### config.mk
export PLATFORM = sky130hd
export DESIGN_NAME = axi_pkt_gen_flat
export DESIGN_NICKNAME = d
export VERILOG_FILES = /design/src/rtl/ravenoc_pkg.sv /design/src/rtl/router_if.sv /design/src/rtl/axi_pkt_gen.sv /design/src/flat_wrapper.sv
export SDC_FILE = /design/constraint.sdc
export NUM_CORES = 1
export LEC_CHECK = 0
export BUFFER_PORTS_ARGS = -buffer_cell sky130_fd_sc_hd__buf_2
export CAP_MARGIN = 20
export CORE_AREA = 2 2 85 87
export DETAILED_ROUTE_END_ITERATION = 6
export DIE_AREA = 0 0 87 89
export GPL_TIMING_DRIVEN = 0
export PLACE_DENSITY = 0.71
export SYNTH_ARGS = -nofsm -noshare
export SYNTH_HDL_FRONTEND = slang
export SYNTH_SLANG_ARGS = --single-unit
### constraint.sdc
create_clock -name clk_axi -period 1.8 [get_ports clk_axi]
set_input_delay 0.36 -clock clk_axi [delete_from_list [all_inputs] [get_ports clk_axi]]
set_output_delay 0.36 -clock clk_axi [all_outputs]
set_load 0.1 [all_outputs]
### src/rtl/ravenoc_pkg.sv
// ============================================================================
// ravenoc_pkg : shared NoC widths, flit type enum and flit/handshake structs
// Rev 1.0
// ============================================================================
`default_nettype none

package ravenoc_pkg;

  localparam int X_WIDTH         = 2;
  localparam int Y_WIDTH         = 2;
  localparam int PKT_WIDTH       = 10;
  localparam int VC_WIDTH        = 2;
  localparam int FLIT_DATA_WIDTH = 32;
  localparam int FLIT_TP_WIDTH   = 2;
  localparam int FLIT_WIDTH      = FLIT_TP_WIDTH + FLIT_DATA_WIDTH;
  localparam int HEAD_PAD_WIDTH  = FLIT_DATA_WIDTH - X_WIDTH - Y_WIDTH - PKT_WIDTH;

  typedef enum logic [FLIT_TP_WIDTH-1:0] {
    HEAD_FLIT = 2'd0,
    BODY_FLIT = 2'd1,
    TAIL_FLIT = 2'd2
  } flit_type_t;

  typedef struct packed {
    flit_type_t                 type_f;
    logic [X_WIDTH-1:0]         x_dest;
    logic [Y_WIDTH-1:0]         y_dest;
    logic [PKT_WIDTH-1:0]       pkt_size;
    logic [HEAD_PAD_WIDTH-1:0]  pad;
  } s_flit_head_data_t;

  typedef struct packed {
    logic                  valid;
    logic [FLIT_WIDTH-1:0] fdata;
    logic [VC_WIDTH-1:0]   vc_id;
  } s_flit_req_t;

  typedef struct packed {
    logic ready;
  } s_flit_resp_t;

  typedef enum logic [1:0] {
    IDLE         = 2'd0,
    SEND_HEAD    = 2'd1,
    SEND_PAYLOAD = 2'd2
  } pkt_gen_st_t;

endpackage : ravenoc_pkg

`default_nettype wire

### src/rtl/router_if.sv
// ============================================================================
// router_if : flit request/response bundle between a flit source and sink
// Rev 1.0
// ============================================================================
`default_nettype none

interface router_if;
  import ravenoc_pkg::*;

  s_flit_req_t  req;
  s_flit_resp_t resp;

  modport send_flit (output req, input resp);
  modport recv_flit (input req, output resp);
endinterface : router_if

`default_nettype wire

### src/rtl/axi_pkt_gen.sv
// ============================================================================
// axi_pkt_gen : turns a packet request plus a payload beat stream into NoC flits
// Rev 1.0
// ============================================================================
`default_nettype none

module axi_pkt_gen
  import ravenoc_pkg::*;
#(
  parameter int MAX_SZ_PKT = 256,
  parameter int CNT_WIDTH  = 16
) (
  input  logic                       clk_axi,
  input  logic                       arst_axi,
  input  logic                       pkt_valid,
  output logic                       pkt_ready,
  input  logic [X_WIDTH-1:0]         pkt_x_dest,
  input  logic [Y_WIDTH-1:0]         pkt_y_dest,
  input  logic [PKT_WIDTH-1:0]       pkt_len,
  input  logic [VC_WIDTH-1:0]        pkt_vc,
  input  logic                       beat_valid,
  output logic                       beat_ready,
  input  logic [FLIT_DATA_WIDTH-1:0] beat_data,
  router_if.send_flit                flit_req_axi_axi,
  output logic                       pkt_err,
  output logic [CNT_WIDTH-1:0]       pkt_sent_cnt
);

  localparam logic [PKT_WIDTH-1:0] MAX_LEN = PKT_WIDTH'(MAX_SZ_PKT);

  pkt_gen_st_t          state_q, state_d;
  logic [X_WIDTH-1:0]   x_q, x_d;
  logic [Y_WIDTH-1:0]   y_q, y_d;
  logic [PKT_WIDTH-1:0] len_q, len_d;
  logic [VC_WIDTH-1:0]  vc_q, vc_d;
  logic [PKT_WIDTH-1:0] remaining_q, remaining_d;
  logic [CNT_WIDTH-1:0] cnt_q, cnt_d;
  logic                 err_q, err_d;

  s_flit_req_t          flit_req;
  s_flit_head_data_t    head_flit;
  flit_type_t           payload_type;

  always_ff @(posedge clk_axi or posedge arst_axi) begin
    if (arst_axi) begin
      state_q     <= IDLE;
      x_q         <= '0;
      y_q         <= '0;
      len_q       <= '0;
      vc_q        <= '0;
      remaining_q <= '0;
      cnt_q       <= '0;
      err_q       <= 1'b0;
    end else begin
      state_q     <= state_d;
      x_q         <= x_d;
      y_q         <= y_d;
      len_q       <= len_d;
      vc_q        <= vc_d;
      remaining_q <= remaining_d;
      cnt_q       <= cnt_d;
      err_q       <= err_d;
    end
  end

  always_comb begin
    state_d      = state_q;
    x_d          = x_q;
    y_d          = y_q;
    len_d        = len_q;
    vc_d         = vc_q;
    remaining_d  = remaining_q;
    cnt_d        = cnt_q;
    err_d        = 1'b0;
    flit_req     = '0;
    beat_ready   = 1'b0;
    pkt_ready    = (state_q == IDLE);
    head_flit    = '0;
    payload_type = (remaining_q == PKT_WIDTH'(1)) ? TAIL_FLIT : BODY_FLIT;

    case (state_q)
      IDLE: begin
        if (pkt_valid) begin
          // Oversized requests are consumed and flagged, never forwarded
          if (pkt_len > MAX_LEN) begin
            err_d = 1'b1;
          end else begin
            x_d     = pkt_x_dest;
            y_d     = pkt_y_dest;
            len_d   = pkt_len;
            vc_d    = pkt_vc;
            state_d = SEND_HEAD;
          end
        end
      end

      SEND_HEAD: begin
        head_flit.type_f   = (len_q == '0) ? TAIL_FLIT : HEAD_FLIT;
        head_flit.x_dest   = x_q;
        head_flit.y_dest   = y_q;
        head_flit.pkt_size = len_q;
        flit_req.valid     = 1'b1;
        flit_req.fdata     = head_flit;
        flit_req.vc_id     = vc_q;
        if (flit_req_axi_axi.resp.ready) begin
          if (len_q == '0) begin
            state_d = IDLE;
            cnt_d   = cnt_q + CNT_WIDTH'(1);
          end else begin
            state_d     = SEND_PAYLOAD;
            remaining_d = len_q;
          end
        end
      end

      SEND_PAYLOAD: begin
        flit_req.valid = beat_valid;
        flit_req.vc_id = vc_q;
        beat_ready     = flit_req_axi_axi.resp.ready;
        if (beat_valid) begin
          flit_req.fdata = {payload_type, beat_data};
        end
        if (beat_valid && flit_req_axi_axi.resp.ready) begin
          remaining_d = remaining_q - PKT_WIDTH'(1);
          if (remaining_q == PKT_WIDTH'(1)) begin
            state_d = IDLE;
            cnt_d   = cnt_q + CNT_WIDTH'(1);
          end
        end
      end

      default: state_d = IDLE;
    endcase
  end

  assign flit_req_axi_axi.req = flit_req;
  assign pkt_err              = err_q;
  assign pkt_sent_cnt         = cnt_q;

endmodule : axi_pkt_gen

`default_nettype wire
### src/flat_wrapper.sv
// flat-port wrapper written by rule: the top's interface ports become plain ports
module axi_pkt_gen_flat import ravenoc_pkg::*;
#(
  parameter int MAX_SZ_PKT = 256,
  parameter int CNT_WIDTH  = 16
)
  (clk_axi, arst_axi, pkt_valid, pkt_ready, pkt_x_dest, pkt_y_dest, pkt_len, pkt_vc, beat_valid, beat_ready, beat_data, pkt_err, pkt_sent_cnt, flit_req_axi_axi_req, flit_req_axi_axi_resp);
  router_if flit_req_axi_axi_i ();
  input  logic clk_axi;
  input  logic arst_axi;
  input  logic pkt_valid;
  output logic pkt_ready;
  input  logic [X_WIDTH-1:0] pkt_x_dest;
  input  logic [Y_WIDTH-1:0] pkt_y_dest;
  input  logic [PKT_WIDTH-1:0] pkt_len;
  input  logic [VC_WIDTH-1:0] pkt_vc;
  input  logic beat_valid;
  output logic beat_ready;
  input  logic [FLIT_DATA_WIDTH-1:0] beat_data;
  output logic pkt_err;
  output logic [CNT_WIDTH-1:0] pkt_sent_cnt;
  output wire logic [$bits(flit_req_axi_axi_i.req)-1:0] flit_req_axi_axi_req;
  input wire logic [$bits(flit_req_axi_axi_i.resp)-1:0] flit_req_axi_axi_resp;
  assign flit_req_axi_axi_req = flit_req_axi_axi_i.req;
  assign flit_req_axi_axi_i.resp = flit_req_axi_axi_resp;
  axi_pkt_gen #(.MAX_SZ_PKT(MAX_SZ_PKT), .CNT_WIDTH(CNT_WIDTH)) u_core (.clk_axi(clk_axi), .arst_axi(arst_axi), .pkt_valid(pkt_valid), .pkt_ready(pkt_ready), .pkt_x_dest(pkt_x_dest), .pkt_y_dest(pkt_y_dest), .pkt_len(pkt_len), .pkt_vc(pkt_vc), .beat_valid(beat_valid), .beat_ready(beat_ready), .beat_data(beat_data), .flit_req_axi_axi(flit_req_axi_axi_i), .pkt_err(pkt_err), .pkt_sent_cnt(pkt_sent_cnt));
endmodule
# After elaboration in Yosys (flattened, before gate mapping)
# Cells that the tools add are included.
# W data, S select, Z words.
# totals
rom_bits,0
output_inout_bits,56
register_bits,45
ramBits,0
latch_bits,0
memories,0
# classes
eq_ne,10
n_shift,0
bitwise,1
order_cmp,1
addsub,2
mux,24
n_reduce_logical,8
mul,0
div,0
# op_table
operator,count
$pmux W37 S2,1
$mux W16,4
$mux W34,1
$pmux W16 S2,1
$mux W10,3
$pmux W10 S2,1
$add A16 B1 Y16 const B,1
$mux W2,8
$eq A10 B1 Y1 const B,1
$gt A10 B9 Y1 const B,1
$logic_not A10 Y1,1
$reduce_and A5 Y1,2
$sub A10 B1 Y10 const B,1
$ne A2 B2 Y1 const B,4
$ne A2 B1 Y1 const B,3
$pmux W2 S3,1
$mux W1,4
$reduce_and A4 Y1,1
$reduce_and A3 Y1,1
$eq A2 B1 Y1 const B,1
$eq A2 B2 Y1 const B,1
$logic_not A2 Y1,1
$reduce_bool A2 Y1,1
$logic_and A1 B1 Y1,1
$not A1 Y1,1

# Depth between registers and ports, before layout
# depth
ltp_word,4
ltp_mapped,9
depth_no_buf,7

# Worst setup path before layout
# OpenSTA, ideal clock, no wires.
# synth_path
path_kind,flip-flop to output port
start,reg u_core.len_q[5]
end,out flit_req_axi_axi_req[35]
stages_incl_launch_ff,4
arrival_time_ns,2.988
path_buffers,0
required_ns,1.440
setup_slack_ns,-1.548
path_cell_list,dfrtp_1 -> nor4_2 -> nand3_1 -> o21ai_0
# synth_via
elab_chain_len,3
# synth_rtl
item,line_no,source
from (decl),axi_pkt_gen.sv:34,"logic [PKT_WIDTH-1:0] len_q, len_d;"
from (signal assigned),axi_pkt_gen.sv:58,len_q <= len_d;
$logic_not A10 Y1,axi_pkt_gen.sv:98,head_flit.type_f = (len_q == '0) ? TAIL_FLIT : HEAD_FLIT;
$mux W2,axi_pkt_gen.sv:98,
$pmux W37 S2,axi_pkt_gen.sv:81,case (state_q)
to (decl),flat_wrapper.sv:22,output wire logic [$bits(flit_req_axi_axi_i.req)-1:0] flit_req_axi_axi_req;
# No other way between the ends.

# Worst setup path after layout
# layout_path
start,reg u_core.state_q[0]
end,out flit_req_axi_axi_req[24]
# layout_via
elab_chain_len,2
elab_cells_between_ends,3
# layout_rtl
item,line_no,source
from (decl),axi_pkt_gen.sv:31,"pkt_gen_st_t state_q, state_d;"
from (signal assigned),axi_pkt_gen.sv:55,state_q <= state_d;
$eq A2 B2 Y1 or $eq A2 B1 Y1 (tied branches),axi_pkt_gen.sv:81,
$pmux W37 S2 *,axi_pkt_gen.sv:81,
# Mark *: on every way between the ends. The rest lies on a longest branch, timed or not.

==> impl_metrics.tcl <==
set metrics [dict create \
    crit_path_frequent_cell "clkbuf_16" \
    fin_crit_sh 1.27 \
    drtIter0Drc 115 \
    die_h_um 89 \
    cts.sinks 45 \
    cts_buffers 5 \
    synth_flop_cell "dfrtp_1" \
    core-area_mm2 0.00672 \
    clockPowerShare 0.110 \
    die-area_mm2 0.00774 \
    critPathCaptureType "output pin" \
    synth_area_per_cell_um2 10.4 \
    hold-worst-slack_ps 35.7 \
    violations "negative setup slack" \
    drive_gt1_frac 0.665 \
    layout_min_cycle_time_ps 2290 \
    rows 30 \
    comb_power_share 0.605 \
    fin_ws_ps -490 \
    rsz0062_at_grt "yes" \
    overflow 0 \
    insertion_delay_ps 300 \
    swShare 0.477 \
    route.detailed.drc 0 \
    ioPinCount 109 \
    synth_edf_count 0 \
    num_antenna_cells 0 \
    crit_fanout 6 \
    cts_root_buffer "clkbuf_8" \
    synth_area_leaders "dfrtp_1 (42%), and2_1 (5.6%), a22o_1 (4.6%)" \
    min_path_type "in -> async" \
    grt_max_degree 30 \
    p_switching_mw 3.30 \
    synthesis.area_mm2 0.00268 \
    cpPeakStageDelay_ps 420 \
    clockBufferDepth 2 \
    synth_top_area_cell "dfrtp_1" \
    synth-seq-area-share 0.420 \
    start_util 0.399 \
    relSlewSlack 0.674 \
    final_util 0.735 \
    syn_to_final_growth_pct 84.2 \
    setup_viol 61 \
    htreeDepth 2 \
    arrival_ps 1930 \
    hold_violations 0 \
    reg2regPathDepth 11 \
    ir_worst_vdd_mv 1.43 \
    grt_pass1_wl_um 13000 \
    async_flop_share 1.00 \
    status "complete, but fails checks" \
    firstDrtPassIters 4 \
    antenna_left 0 \
    syn_nets 317 \
    crit_type "reg -> out" \
    cts_tree "yes" \
    max_cap_violations 0 \
    grt_antenna_before_repair 0 \
    worst_pin_slew_ps 492 \
    required_ps 1440 \
    startpoint_type "flop" \
    vias 2604 \
    post_drt_via_cell_ratio 5.39 \
    drv_slew 0 \
    synth_top_area_frac 0.420 \
    cts_hold_repair.buffers 0 \
    yosysWarnings 0 \
    grt_pass1_vias 2569 \
    place.gp.congestion 0.823 \
    fmax_mhz 437 \
    fp.dieW_um 87 \
    hpwl_um 5330 \
    drt_wl_total_um 9050 \
    layout_common_cells "buf_2 (69), buf_12 (39), dfrtp_1 (32)" \
    synth_seq_cells 45 \
    mostFrequentLayoutCell "buf_2" \
    pwr-share-seq 0.284 \
    synth.distinct_cells 46 \
    power_density_mw_per_mm2 1400 \
    grt_usage 0.216 \
    critPathSlowestCell "dfrtp_1" \
    wire_per_inst_um 18.7 \
    numPortBuffers 108 \
    nets 461 \
    crit_chain "inv_2 -> ha_4 -> and3_4 -> clkbuf_16 -> clkbuf_16 -> a22o_4 -> buf_12" \
    finalClockSkew_ps 8.57 \
    power_leakage_nw 2.24 \
    synth_cells 258 \
    clk_pin_slew_ps 90 \
    p_int_mw 3.62 \
]
==> stage by stage <==
| stage | instance area [um2] | std cells | setup WS (ps) | power, mW | setup TNS [ps] |
|---|---|---|---|---|---|
| final | 4940 | 483 | -490 | 6.92 | -21210 |
| after global routing | 4940 | 483 | -533 | 7.20 | -24780 |
| after CTS | 4620 | 470 | -467 | 6.36 | -17720 |
| after detailed placement | 3600 | 447 | -442 | 4.86 | -20560 |
| after global placement | 3580 | 446 | -418 | 4.80 | -32690 |
| after floorplan | 2940 | 258 | -201 | 4.31 | -3720 |
==> worst max-delay path: cells and delay by family (launching register included) <==
family	cells	cell delay, ps
buf+inv	4	590
compound gates	1	230
simple gates	1	160
fa+ha+maj	1	210
flops	1	420
==> final timing paths <==
check	from	end	slack, ps
setup / recovery	u_core.state_q[0]	flit_req_axi_axi_req[24]	-490
hold / removal	arst_axi	u_core.pkt_sent_cnt[14]	40
setup reg to reg	u_core.state_q[0]	u_core.pkt_sent_cnt[9]	-330
hold reg to reg	u_core.pkt_sent_cnt[15]	u_core.pkt_sent_cnt[15]	470
max in group asynchronous	arst_axi	u_core.remaining_q[7]	1260
min in group clk_axi	pkt_valid	u_core.pkt_err	270
==> area by class of cell <==
cell class	count	area (um2)
Multi-Input combinational cell	188	1870
Fill cell	434	1780
Timing Repair Buffer	138	1440
Sequential cell	45	1140
Buffer	14	243
Tap cell	80	100
Clock buffer	6	72.6
Inverter	10	37.5
Clock inverter	2	35.0
==> state kept, by name (all words and copies together) (netlist names) <==
signal / flops
u_core.vc_q: 2
u_core.state_q: 2
u_core.y_q: 2
u_core.pkt_sent_cnt: 16
u_core.remaining_q: 10
u_core.len_q: 10
u_core.pkt_err: 1
u_core.x_q: 2
==> power by group through the flow <==
stage	Clock [mW]	Sequential [mW]	Combinational (mW)
after detailed placement	0	1.87	2.98
after floorplan	0	2.20	2.11
after global routing	0.825	2.01	4.37
after CTS	0.783	1.89	3.69
after global placement	0	1.87	2.93
final	0.763	1.97	4.19
==> timing repair <==
| item | in CTS | in global routing |
|---|---|---|
| pin swaps | 16 | 20 |
| setup endpoints to repair | 64 | 66 |
| resized for setup | 203 | 54 |
| gates cloned | 4 | 2 |
| setup buffers | 12 | 12 |
==> synthesized netlist by cell type, types with 2 or more instances <==
library cell,count
dfrtp_1,45
and2_1,24
nand2_1,15
a22o_1,14
xnor2_1,14
clkbuf_1,12
nor2_1,12
a21oi_1,11
inv_1,10
o22a_1,10
and3_1,9
mux2_2,9
nand3_1,9
nand4_1,8
mux2_4,7
ha_1,6
nor2b_1,4
o21ai_0,4
a31oi_1,3
buf_6,2
nor4_2,2
nor4_4,2
or2_2,2
or3_1,2
==> routing by layer <==
layer | GRT usage | routed length (um)
met3 | 0.0517 | 584
met5 | 0 | 0
met2 | 0.369 | 4750
met1 | 0.273 | 3600
met4 | 0.0639 | 114
==> kinds of logic (layout without fill, tap and decap cells) <==
logic type / after synthesis / after routing / synth area share
muxes: 17 / 17 / 0.0808
DFF: 45 / 45 / 0.420
xor gates and xnor gates: 15 / 15 / 0.0490
AOI/OAI and AO/OA: 51 / 51 / 0.151
and+or+nand+nor: 99 / 99 / 0.229
adders and majority gates: 6 / 6 / 0.0280
buffers and inverters: 25 / 170 / 0.0420
Power figures use the tool's default switching activity.
